File: config.mk
export PLATFORM = sky130hd
export DESIGN_NAME = ctrl_fsm_gen
export DESIGN_NICKNAME = d
export VERILOG_FILES = /design/src/rtl/ctrl_fsm_gen.sv
export SDC_FILE = /design/constraint.sdc
export NUM_CORES = 1
export LEC_CHECK = 0
export CAP_MARGIN = 20
export CORE_MARGIN = 2
export CORE_UTILIZATION = 50
export CTS_CLUSTER_DIAMETER = 120
export DETAILED_ROUTE_END_ITERATION = 7
export GPL_TIMING_DRIVEN = 0
export PLACE_DENSITY_LB_ADDON = 0.3
export SETUP_SLACK_MARGIN = 0.15
export SYNTH_ARGS = -nofsm -noshare
export SYNTH_HDL_FRONTEND = slang
export SYNTH_SLANG_ARGS = --single-unit
File: constraint.sdc
create_clock -name clock -period 4.9 [get_ports clock]
set_input_delay 0.49 -clock clock [delete_from_list [all_inputs] [get_ports clock]]
set_output_delay 0.49 -clock clock [all_outputs]
set_load 0.1 [all_outputs]
File: src/rtl/ctrl_fsm_gen.sv
// Instruction-sequencing controller for the accumulator processor: Moore decode of state/wait counter.
// Optional build macro CTRL_ILLEGAL_TRAP_EN: illegal opcodes halt instead of executing as NOP.
module ctrl_fsm_gen #(
  parameter int NREG     = 6,
  parameter int MEM_WAIT = 2,
  parameter int ALU_OP_W = 3
) (
  input  logic                clock,
  input  logic                reset,
  input  logic                start,
  input  logic [15:0]         instruction,
  input  logic                z,
  output logic [ALU_OP_W-1:0] alu_op,
  output logic [5+NREG:0]     write_en,
  output logic [2+NREG:0]     inc_en,
  output logic [4:0]          read_en,
  output logic                alu_wr,
  output logic                end_process,
  output logic                illegal
);

  localparam int WE_W = 6 + NREG;
  localparam int IE_W = 3 + NREG;
  localparam int CW   = (MEM_WAIT > 1) ? $clog2(MEM_WAIT) : 1;
  localparam logic [CW-1:0] LAST = CW'(MEM_WAIT - 1);

  localparam logic [3:0] S_IDLE   = 4'd0;
  localparam logic [3:0] S_FETCH  = 4'd1;
  localparam logic [3:0] S_DECODE = 4'd2;
  localparam logic [3:0] S_MEMRD  = 4'd3;
  localparam logic [3:0] S_MEMWR  = 4'd4;
  localparam logic [3:0] S_ALU1   = 4'd5;
  localparam logic [3:0] S_ALU2   = 4'd6;
  localparam logic [3:0] S_IMM    = 4'd7;
  localparam logic [3:0] S_JMPLD  = 4'd8;
  localparam logic [3:0] S_SKIP   = 4'd9;
  localparam logic [3:0] S_HALT   = 4'd10;
  localparam logic [3:0] S_EXEC   = 4'd11;
  localparam logic [3:0] S_OPND   = 4'd12;

  logic [3:0]    state_q, state_d;
  logic [CW-1:0] cnt_q, cnt_d;
  logic [5:0]    op_q;
  logic [3:0]    idx_q;
  logic          z_q;
  logic          end_q;
  logic          ill_q;
  logic          unused_s;

  function automatic logic is_illegal(input logic [5:0] op, input logic [3:0] idx);
    return (op > 6'd18) ||
           (((op == 6'd3) || (op == 6'd4) || (op == 6'd13)) && ({1'b0, idx} >= 5'(NREG)));
  endfunction

  assign unused_s = ^{instruction[15:12], instruction[7:6]};

  // Next-state and wait-counter logic
  always_comb begin
    state_d = state_q;
    cnt_d   = cnt_q;
    case (state_q)
      S_IDLE: begin
        if (start) state_d = S_FETCH;
        else       state_d = S_IDLE;
      end
      S_FETCH, S_MEMRD, S_MEMWR, S_IMM, S_JMPLD: begin
        if (cnt_q == LAST) begin
          cnt_d = '0;
          case (state_q)
            S_FETCH: state_d = S_DECODE;
            S_JMPLD: state_d = S_FETCH;
            default: state_d = S_SKIP;
          endcase
        end else begin
          cnt_d = cnt_q + CW'(1'b1);
        end
      end
      S_DECODE: begin
        if (is_illegal(instruction[5:0], instruction[11:8])) begin
`ifdef CTRL_ILLEGAL_TRAP_EN
          state_d = S_HALT;
`else
          state_d = S_EXEC;
`endif
        end else begin
          case (instruction[5:0])
            6'd1:                        state_d = S_MEMRD;
            6'd2:                        state_d = S_MEMWR;
            6'd7, 6'd8, 6'd9, 6'd10:     state_d = S_ALU1;
            6'd14, 6'd15, 6'd16, 6'd17:  state_d = S_OPND;
            6'd18:                       state_d = S_HALT;
            default:                     state_d = S_EXEC;
          endcase
        end
      end
      // PC has stepped over the operand word; pick the operand consumer
      S_OPND: begin
        case (op_q)
          6'd14:   state_d = S_IMM;
          6'd15:   state_d = S_JMPLD;
          6'd16:   state_d = z_q ? S_JMPLD : S_SKIP;
          6'd17:   state_d = z_q ? S_SKIP : S_JMPLD;
          default: state_d = S_SKIP;
        endcase
      end
      S_EXEC, S_ALU2, S_SKIP: state_d = S_FETCH;
      S_ALU1:                 state_d = S_ALU2;
      S_HALT:                 state_d = S_HALT;
      default:                state_d = S_IDLE;
    endcase
  end

  // Moore output decode
  always_comb begin
    alu_op   = '0;
    write_en = '0;
    inc_en   = '0;
    read_en  = 5'd0;
    alu_wr   = 1'b0;
    case (state_q)
      S_FETCH: begin
        read_en     = 5'd4;
        write_en[2] = 1'b1;
      end
      S_DECODE: read_en = 5'd4;
      S_MEMRD, S_IMM: begin
        read_en     = 5'd4;
        write_en[4] = 1'b1;
      end
      S_MEMWR: begin
        read_en     = 5'd3;
        write_en[5] = 1'b1;
      end
      S_JMPLD: begin
        read_en     = 5'd4;
        write_en[1] = 1'b1;
      end
      S_ALU1: alu_op = ALU_OP_W'(op_q - 6'd6);
      S_ALU2: begin
        alu_op    = ALU_OP_W'(op_q - 6'd6);
        alu_wr    = 1'b1;
        inc_en[0] = 1'b1;
      end
      S_OPND, S_SKIP: inc_en[0] = 1'b1;
      S_EXEC: begin
        inc_en[0] = 1'b1;
        if (!is_illegal(op_q, idx_q)) begin
          case (op_q)
            6'd3: begin
              read_en  = 5'd3;
              write_en = WE_W'(1'b1) << ({1'b0, idx_q} + 5'd6);
            end
            6'd4: begin
              read_en     = 5'd8 + {1'b0, idx_q};
              write_en[4] = 1'b1;
            end
            6'd5: begin
              read_en     = 5'd3;
              write_en[3] = 1'b1;
            end
            6'd6: begin
              read_en     = 5'd2;
              write_en[4] = 1'b1;
            end
            6'd11:   inc_en[1] = 1'b1;
            6'd12:   inc_en[2] = 1'b1;
            6'd13:   inc_en = inc_en | (IE_W'(1'b1) << ({1'b0, idx_q} + 5'd3));
            default: inc_en[0] = 1'b1;
          endcase
        end else begin
          read_en = 5'd0;
        end
      end
      default: read_en = 5'd0;
    endcase
  end

  // State, operand latch and registered status flags
  always_ff @(posedge clock) begin
    if (reset) begin
      state_q <= S_IDLE;
      cnt_q   <= '0;
      op_q    <= 6'd0;
      idx_q   <= 4'd0;
      z_q     <= 1'b0;
      end_q   <= 1'b0;
      ill_q   <= 1'b0;
    end else begin
      state_q <= state_d;
      cnt_q   <= cnt_d;
      if (state_q == S_DECODE) begin
        op_q  <= instruction[5:0];
        idx_q <= instruction[11:8];
        z_q   <= z;
      end
      ill_q <= (state_q == S_DECODE) && is_illegal(instruction[5:0], instruction[11:8]);
      end_q <= (state_q == S_HALT);
    end
  end

  assign end_process = end_q;
  assign illegal     = ill_q;

endmodule

==> results of run 1 <==
==> synthesized netlist by cell type (4+ instances only) <==
cell,count
a31oi_1,4
clkbuf_1,16
a21oi_1,24
mux2i_1,5
nand2_1,41
nor3_1,12
dfxtp_1,18
inv_1,10
nor2_1,25
nand2b_1,9
xnor2_1,4
o21ai_0,11
nor4_2,4
nor2b_1,10
ha_1,8
==> through the flow <==
| step | cell area [sq um] | worst slack (ns) | util (%) |
|---|---|---|---|
| after detailed placement | 2380 | 0.911 | 65.4 |
| after CTS | 2430 | 0.631 | 66.9 |
| after global routing | 2430 | 0.365 | 66.9 |
| after global placement | 2380 | 0.905 | 65.4 |
| after floorplan | 1900 | 0.315 | - |
| final | 2430 | 0.600 | 66.9 |
==> sequential cells by signal, indices dropped and copies added (netlist names) <==
signal / cells
cnt_q: 1
end_process: 1
idx_q: 4
illegal: 1
op_q: 6
state_q: 4
z_q: 1
==> cells by family (layout without fill, tap and decap cells) <==
logic type      after synthesis  after routing
compound gates               69             69
simple gates                126            126
other cells                   1              1
flops                        18             18
xor+xnor                      5              5
buf+inv                      32             78
mux                           5              5
fa+ha+maj                     8              8
==> how the worst min path moves through the flow <==
stage / from / to / depth (start not counted)
final: z_q / z_q / 2
after global routing: z_q / z_q / 2
after CTS: z_q / z_q / 2
after detailed placement: z_q / z_q / 2
after global placement: z_q / z_q / 2
after floorplan: z_q / z_q / 2
==> routing by layer <==
layer	vias to the layer above	wire length (um)	GRT usage, %
met2	74	2430	42.3
met3	4	273	3.77
met1	959	2260	33.8
li1	1027	-	-
met5	-	0	0
met4	0	50	7.29
==> layout by cell type (no fill, tap or decap), types with 2 or more instances in the layout <==
cell,n
nand3b_1,2
and3b_1,2
inv_1,10
o2111ai_1,2
nor2b_1,10
xnor2_1,4
nand2b_1,9
nor3_1,12
nor4_1,2
o31ai_4,3
o32ai_1,2
clkdlybuf4s50_1,42
ha_1,8
clkbuf_8,4
dfxtp_1,18
a21oi_1,24
nand2_1,41
buf_6,2
buf_2,2
o31ai_1,3
and4bb_2,3
or2_2,2
nand3_1,3
a21boi_0,2
nor2_1,25
clkbuf_1,16
nor4_2,4
mux2i_1,5
o21ai_0,11
or3_1,3
nand4_1,3
a31oi_1,4
==> area by class of cell <==
type	count	area, sq um	area share [%]
multi-input combinational	214	1390	57.3
timing repair buffer	42	420	17.3
sequential	18	360	14.8
buffer	22	104	4.27
tap	48	60.1	2.47
clock buffer	4	55.1	2.26
inverter	10	37.5	1.54
==> worst register-to-register path: stages (launching register included) <==
cell and delay (ns):
dfxtp_1 0.46, nand2b_1 0.21, or3_1 0.13, clkbuf_1 0.21, clkbuf_1 0.39, nand2_1 0.11, a21oi_1 0.15
==> power by group through the flow <==
| stage | registers, uW | clock network, uW | logic, uW |
|---|---|---|---|
| floorplan | 158 | 0 | 86.3 |
| global placement | 158 | 0 | 116 |
| detailed placement | 158 | 0 | 117 |
| CTS | 155 | 123 | 118 |
| global route | 156 | 130 | 129 |
| finish | 155 | 121 | 118 |
==> flow_metrics.py, run 1 <==
metrics = {
    "sta": {
        "fmax_mhz": 233,
        "fin_skew_ns": 0.00160,
        "grt_setup_unrepaired": "false",
        "slew_viol_final": 0,
        "tightest_slew_ns": 0.973,
        "fin_tns_setup_ns": 0,
        "post-route-min-period_ns": 4.30,
        "hold_ws_ns": 0.500,
        "hold_viol": 0,
        "setup_viol": 0,
        "period_share_pct": 87.8,
        "relSlewSlack_pct": 34.9,
    },
    "global_route": {
        "track_usage_pct": 25.3,
        "antenna_found_initial": 0,
        "grt_pass1_vias": 1928,
        "grt-ovfl-total": 0,
        "grt_max_degree": 11,
        "grt_pass1_wl_mm": 8.76,
    },
    "power_and_ir_drop": {
        "switching_power_uw": 130,
        "peakVddDrop_mv": 0.132,
        "p_total_uw": 394,
        "clkPwrFrac_pct": 30.6,
        "pwr-share-comb_pct": 30.0,
        "switching_share_pct": 32.9,
        "p_int_uw": 265,
        "leakagePower_uw": 0.000786,
        "power_frac_seq_pct": 39.4,
        "power_density_nw_per_um2": 162,
    },
    "place": {
        "dp_cells": 354,
        "portBuffers": 42,
        "hpwlAfterDp_mm": 3.92,
        "gp_congestion": 0.965,
    },
    "synth": {
        "synthSimpleGateAreaFrac_pct": 36.0,
        "syn_inst": 264,
        "synth_area_per_cell_sq_um": 7.15,
        "synth_area_leaders": "dfxtp_1, nand2_1, a21oi_1",
        "post-synth-top-area-cell": "dfxtp_1",
        "synthMuxAreaShare_pct": 2.65,
        "netlist_area_sq_um": 1890,
        "synth_xor_area_share_pct": 2.32,
        "synth_nets": 292,
        "async_reset_ff_share_pct": 0,
        "synth.top_cell.area_share_pct": 19.1,
        "synth_compound_area_share_pct": 27.0,
        "yosys_warnings": 0,
        "ys.flop_type": "dfxtp_1",
        "synth_cell_types": 57,
        "synthAdderAreaFrac_pct": 5.30,
        "synth_top_family_by_area": "simple AND/OR/NAND/NOR gates",
        "synth-seq-cells": 18,
        "ys_seq_area_share_pct": 19.1,
        "synth-edff-count": 0,
    },
    "route": {
        "drtPass1Iterations": 4,
        "wirelength_mm": 5.02,
        "viasPerCell": 5.77,
        "post_drt_wl_per_cell_um": 14.0,
        "vias": 2064,
        "drt_iter0_drc": 145,
        "ant_nets": 0,
        "drc": 0,
    },
    "worst_setup_path": {
        "crit_buf_inv": 3,
        "cpPeakStageDelay_ns": 1.16,
        "worstSetupPathType": "reg2out",
        "start_kind": "register",
        "worstRegToRegCells": 6,
        "path_cells": "buf_1 > inv_1 > ha_1 > nor4b_1 > o2111ai_1 > nor2_1 > nor2_1 > o21ai_0 > clkdlybuf4s50_1",
        "cp.depth": 9,
        "ff2ff_setup_slack_ns": 3.17,
        "slowest_stage": "clkdlybuf4s50_1",
        "worstSetupEndpoint": "write_en[4]",
        "worst_ep_arrival_time_ns": 3.81,
        "end_kind": "output port",
        "r2r-end": "op_q[1]",
        "path_max_fanout": 10,
        "crit_family": "buffers and inverters",
        "critPathLaunch": "idx_q[1]",
        "required_ns": 4.41,
        "r2r-start": "state_q[0]",
        "crit_top_cell": "nor2_1",
    },
    "floorplanning": {
        "die_area_sq_um": 4280,
        "core_area_sq_um": 3630,
        "die_w_um": 65.5,
        "pin_count": 52,
        "core.rowCount": 22,
        "initial_utilization_pct": 52.0,
        "die_y_um": 65.5,
    },
    "clock_tree": {
        "clock-root-buffer": "clkbuf_8",
        "cts.sinks": 18,
        "cts_tree": "built",
        "cts_hold_buf": 0,
        "postCtsSetupBuffers": 0,
        "path_clk_slew_ns": 0.07,
        "cts_buffers": 3,
        "cts_resized": 0,
        "cts_max_level": 1,
        "clock_latency_ns": 0.25,
        "ctsLongestPathBuffers": 2,
    },
    "cells_and_area": {
        "final_cell_count_no_fill": 358,
        "fillers": 334,
        "diodes": 0,
        "syn2layout_area_growth_pct": 28.8,
        "final_nets": 339,
        "drive_gt1_share_pct": 9.03,
    },
    "min_path": {
        "hp-class": "reg2reg",
    },
    "status": {
        "run_status": "complete, no violations",
    },
    "flow_run": {
        "drv_cap": 0,
    },
}
(Power assumes the default switching activity.)
==> inputs of run 2 (changes only) <==
--- a/config.mk
+++ b/config.mk
@@ -7,7 +7,7 @@
 export LEC_CHECK = 0
 export CAP_MARGIN = 20
 export CORE_MARGIN = 2
-export CORE_UTILIZATION = 50
+export CORE_UTILIZATION = 45
 export CTS_CLUSTER_DIAMETER = 120
 export DETAILED_ROUTE_END_ITERATION = 7
 export GPL_TIMING_DRIVEN = 0
==> run 2 against run 1 <==
Net effect: die area increased by 10%; clock skew increased by 0.0016 ns; count of clock-buffer cells in the layout unchanged; sequential power about the same; worst setup slack got worse by 0.047 ns; register-to-register slack improved by 0.02 ns; flip-flop and latch count unchanged; global-route usage decreased by 3.3 points; critical path depth unchanged; final cell count increased by 0.56%; clock power about the same.
==> flow_metrics.py, run 2 (synthesis gave the netlist of run 1 again) <==
metrics = {
    "cells_and_area": {
        "layout_common_cells": "clkdlybuf4s50_1, nand2_1, nor2_1",
        "largestRegisters": "op_q (6), idx_q (4), state_q (4)",
        "final_nets": 339,
        "finish.instance_area_sq_um": 2430,
        "drive_gt1_share_pct": 9.03,
        "diodes": 0,
        "final_common_cell": "clkdlybuf4s50_1",
        "final_cell_count_no_fill": 360,
        "syn2layout_area_growth_pct": 28.9,
        "largest_register_ffs": 6,
        "top_register": "op_q",
    },
    "global_route": {
        "grt_pass1_vias": 1708,
        "grt_pass1_wl_mm": 7.98,
        "track_usage_pct": 22.0,
        "grt_max_degree": 11,
        "grt-ovfl-total": 0,
        "antenna_found_initial": 0,
    },
    "worst_setup_path": {
        "path_cells": "buf_1 > inv_1 > ha_1 > nor4b_1 > o2111ai_1 > nor2_1 > nor2_1 > o21ai_0 > clkdlybuf4s50_1",
        "end_kind": "output port",
        "required_ns": 4.41,
        "worst_ep_arrival_time_ns": 3.86,
        "ff2ff_setup_slack_ns": 3.19,
        "path_max_fanout": 10,
        "start_kind": "register",
        "worstSetupPathType": "reg2out",
        "crit_top_cell": "nor2_1",
        "worstRegToRegCells": 6,
        "slowest_stage": "clkdlybuf4s50_1",
        "cpPeakStageDelay_ns": 1.15,
    },
    "clock_tree": {
        "cts_tree": "built",
        "cts.sinks": 18,
        "cts_resized": 0,
        "postCtsSetupBuffers": 0,
        "path_clk_slew_ns": 0.07,
        "cts_buffers": 3,
        "clock_latency_ns": 0.25,
        "cts_max_level": 1,
        "cts_hold_buf": 0,
        "ctsLongestPathBuffers": 2,
        "clock-root-buffer": "clkbuf_8",
    },
    "sta": {
        "worst_slack_ns": 0.553,
        "fin_skew_ns": 0.00318,
        "fin_tns_setup_ns": 0,
        "period_share_pct": 88.7,
        "relSlewSlack_pct": 34.1,
        "hold_ws_ns": 0.523,
        "slew_viol_final": 0,
        "post-route-min-period_ns": 4.35,
        "hold_viol": 0,
        "tightest_slew_ns": 0.985,
        "fmax_mhz": 230,
        "grt_setup_unrepaired": "false",
        "setup_viol": 0,
    },
    "floorplanning": {
        "core_area_sq_um": 4030,
        "core.rowCount": 23,
        "initial_utilization_pct": 46.9,
        "die_area_sq_um": 4730,
        "die_y_um": 68.8,
        "die_w_um": 68.8,
        "pin_count": 52,
    },
    "route": {
        "viasPerCell": 5.63,
        "ant_nets": 0,
        "wirelength_mm": 4.92,
        "drtPass1Iterations": 4,
        "drt_iter0_drc": 175,
        "drc": 0,
        "vias": 2027,
        "post_drt_wl_per_cell_um": 13.7,
    },
    "power_and_ir_drop": {
        "pwr-share-comb_pct": 30.2,
        "switching_share_pct": 32.8,
        "power_frac_seq_pct": 39.5,
        "peakVddDrop_mv": 0.159,
        "clkPwrFrac_pct": 30.3,
        "switching_power_uw": 129,
        "leakagePower_uw": 0.000786,
        "power_density_nw_per_um2": 162,
        "p_int_uw": 265,
    },
    "place": {
        "place_area_sq_um": 2380,
        "gp_congestion": 0.915,
        "dp_cells": 356,
        "hpwlAfterDp_mm": 3.75,
        "dp_slack_ns": 0.874,
        "portBuffers": 42,
    },
    "min_path": {
        "hold_depth": 2,
        "hp-class": "reg2reg",
    },
    "flow_run": {
        "drv_cap": 0,
    },
    "status": {
        "run_status": "complete, no violations",
    },
}
-- run 2: stage by stage --
step           util [%]  power [uW]
6_report           60.4         394
5_1_grt            60.4         413
4_1_cts            60.4         394
3_5_place_dp       59.0         275
3_3_place_gp       59.0         274
2_1_floorplan         -         244
-- run 2: worst max-delay path: cells and delay by family, from the launching register on --
| family | cells | cell delay [ns] |
|---|---|---|
| buf+inv | 3 | 1.85 |
| compound gates | 2 | 0.45 |
| fa+ha+maj | 1 | 0.30 |
| simple gates | 3 | 0.63 |
| flops | 1 | 0.37 |
-- run 2: cell type report --
class / instances / area [sq um]
Tap cell: 50 / 62.6
Timing Repair Buffer: 42 / 420
Inverter: 10 / 37.5
Buffer: 22 / 104
Fill cell: 389 / 1600
Clock buffer: 4 / 55.1
Sequential cell: 18 / 360
Multi-Input combinational cell: 214 / 1390
-- run 2: final timing paths --
path	from	end
min reg2reg	z_q	z_q
max	idx_q[1]	write_en[4]
min	z_q	z_q
max reg2reg	state_q[3]	cnt_q
-- run 2: power groups by stage --
stage / Combinational (uW) / Clock [uW] / Sequential (uW)
finish: 119 / 119 / 156
floorplan: 86.3 / 0 / 158
global placement: 116 / 0 / 158
global route: 129 / 128 / 156
detailed placement: 117 / 0 / 158
CTS: 118 / 121 / 155
-- run 2: layer usage --
layer  part of all wire [%]  global-route usage, %  up-vias
met1                     48                   30.4      936
met4                   0.71                   5.15        0
met5                      0                      0        -
met3                    5.5                   3.41        5
li1                       -                      -     1029
met2                     46                   35.8       57
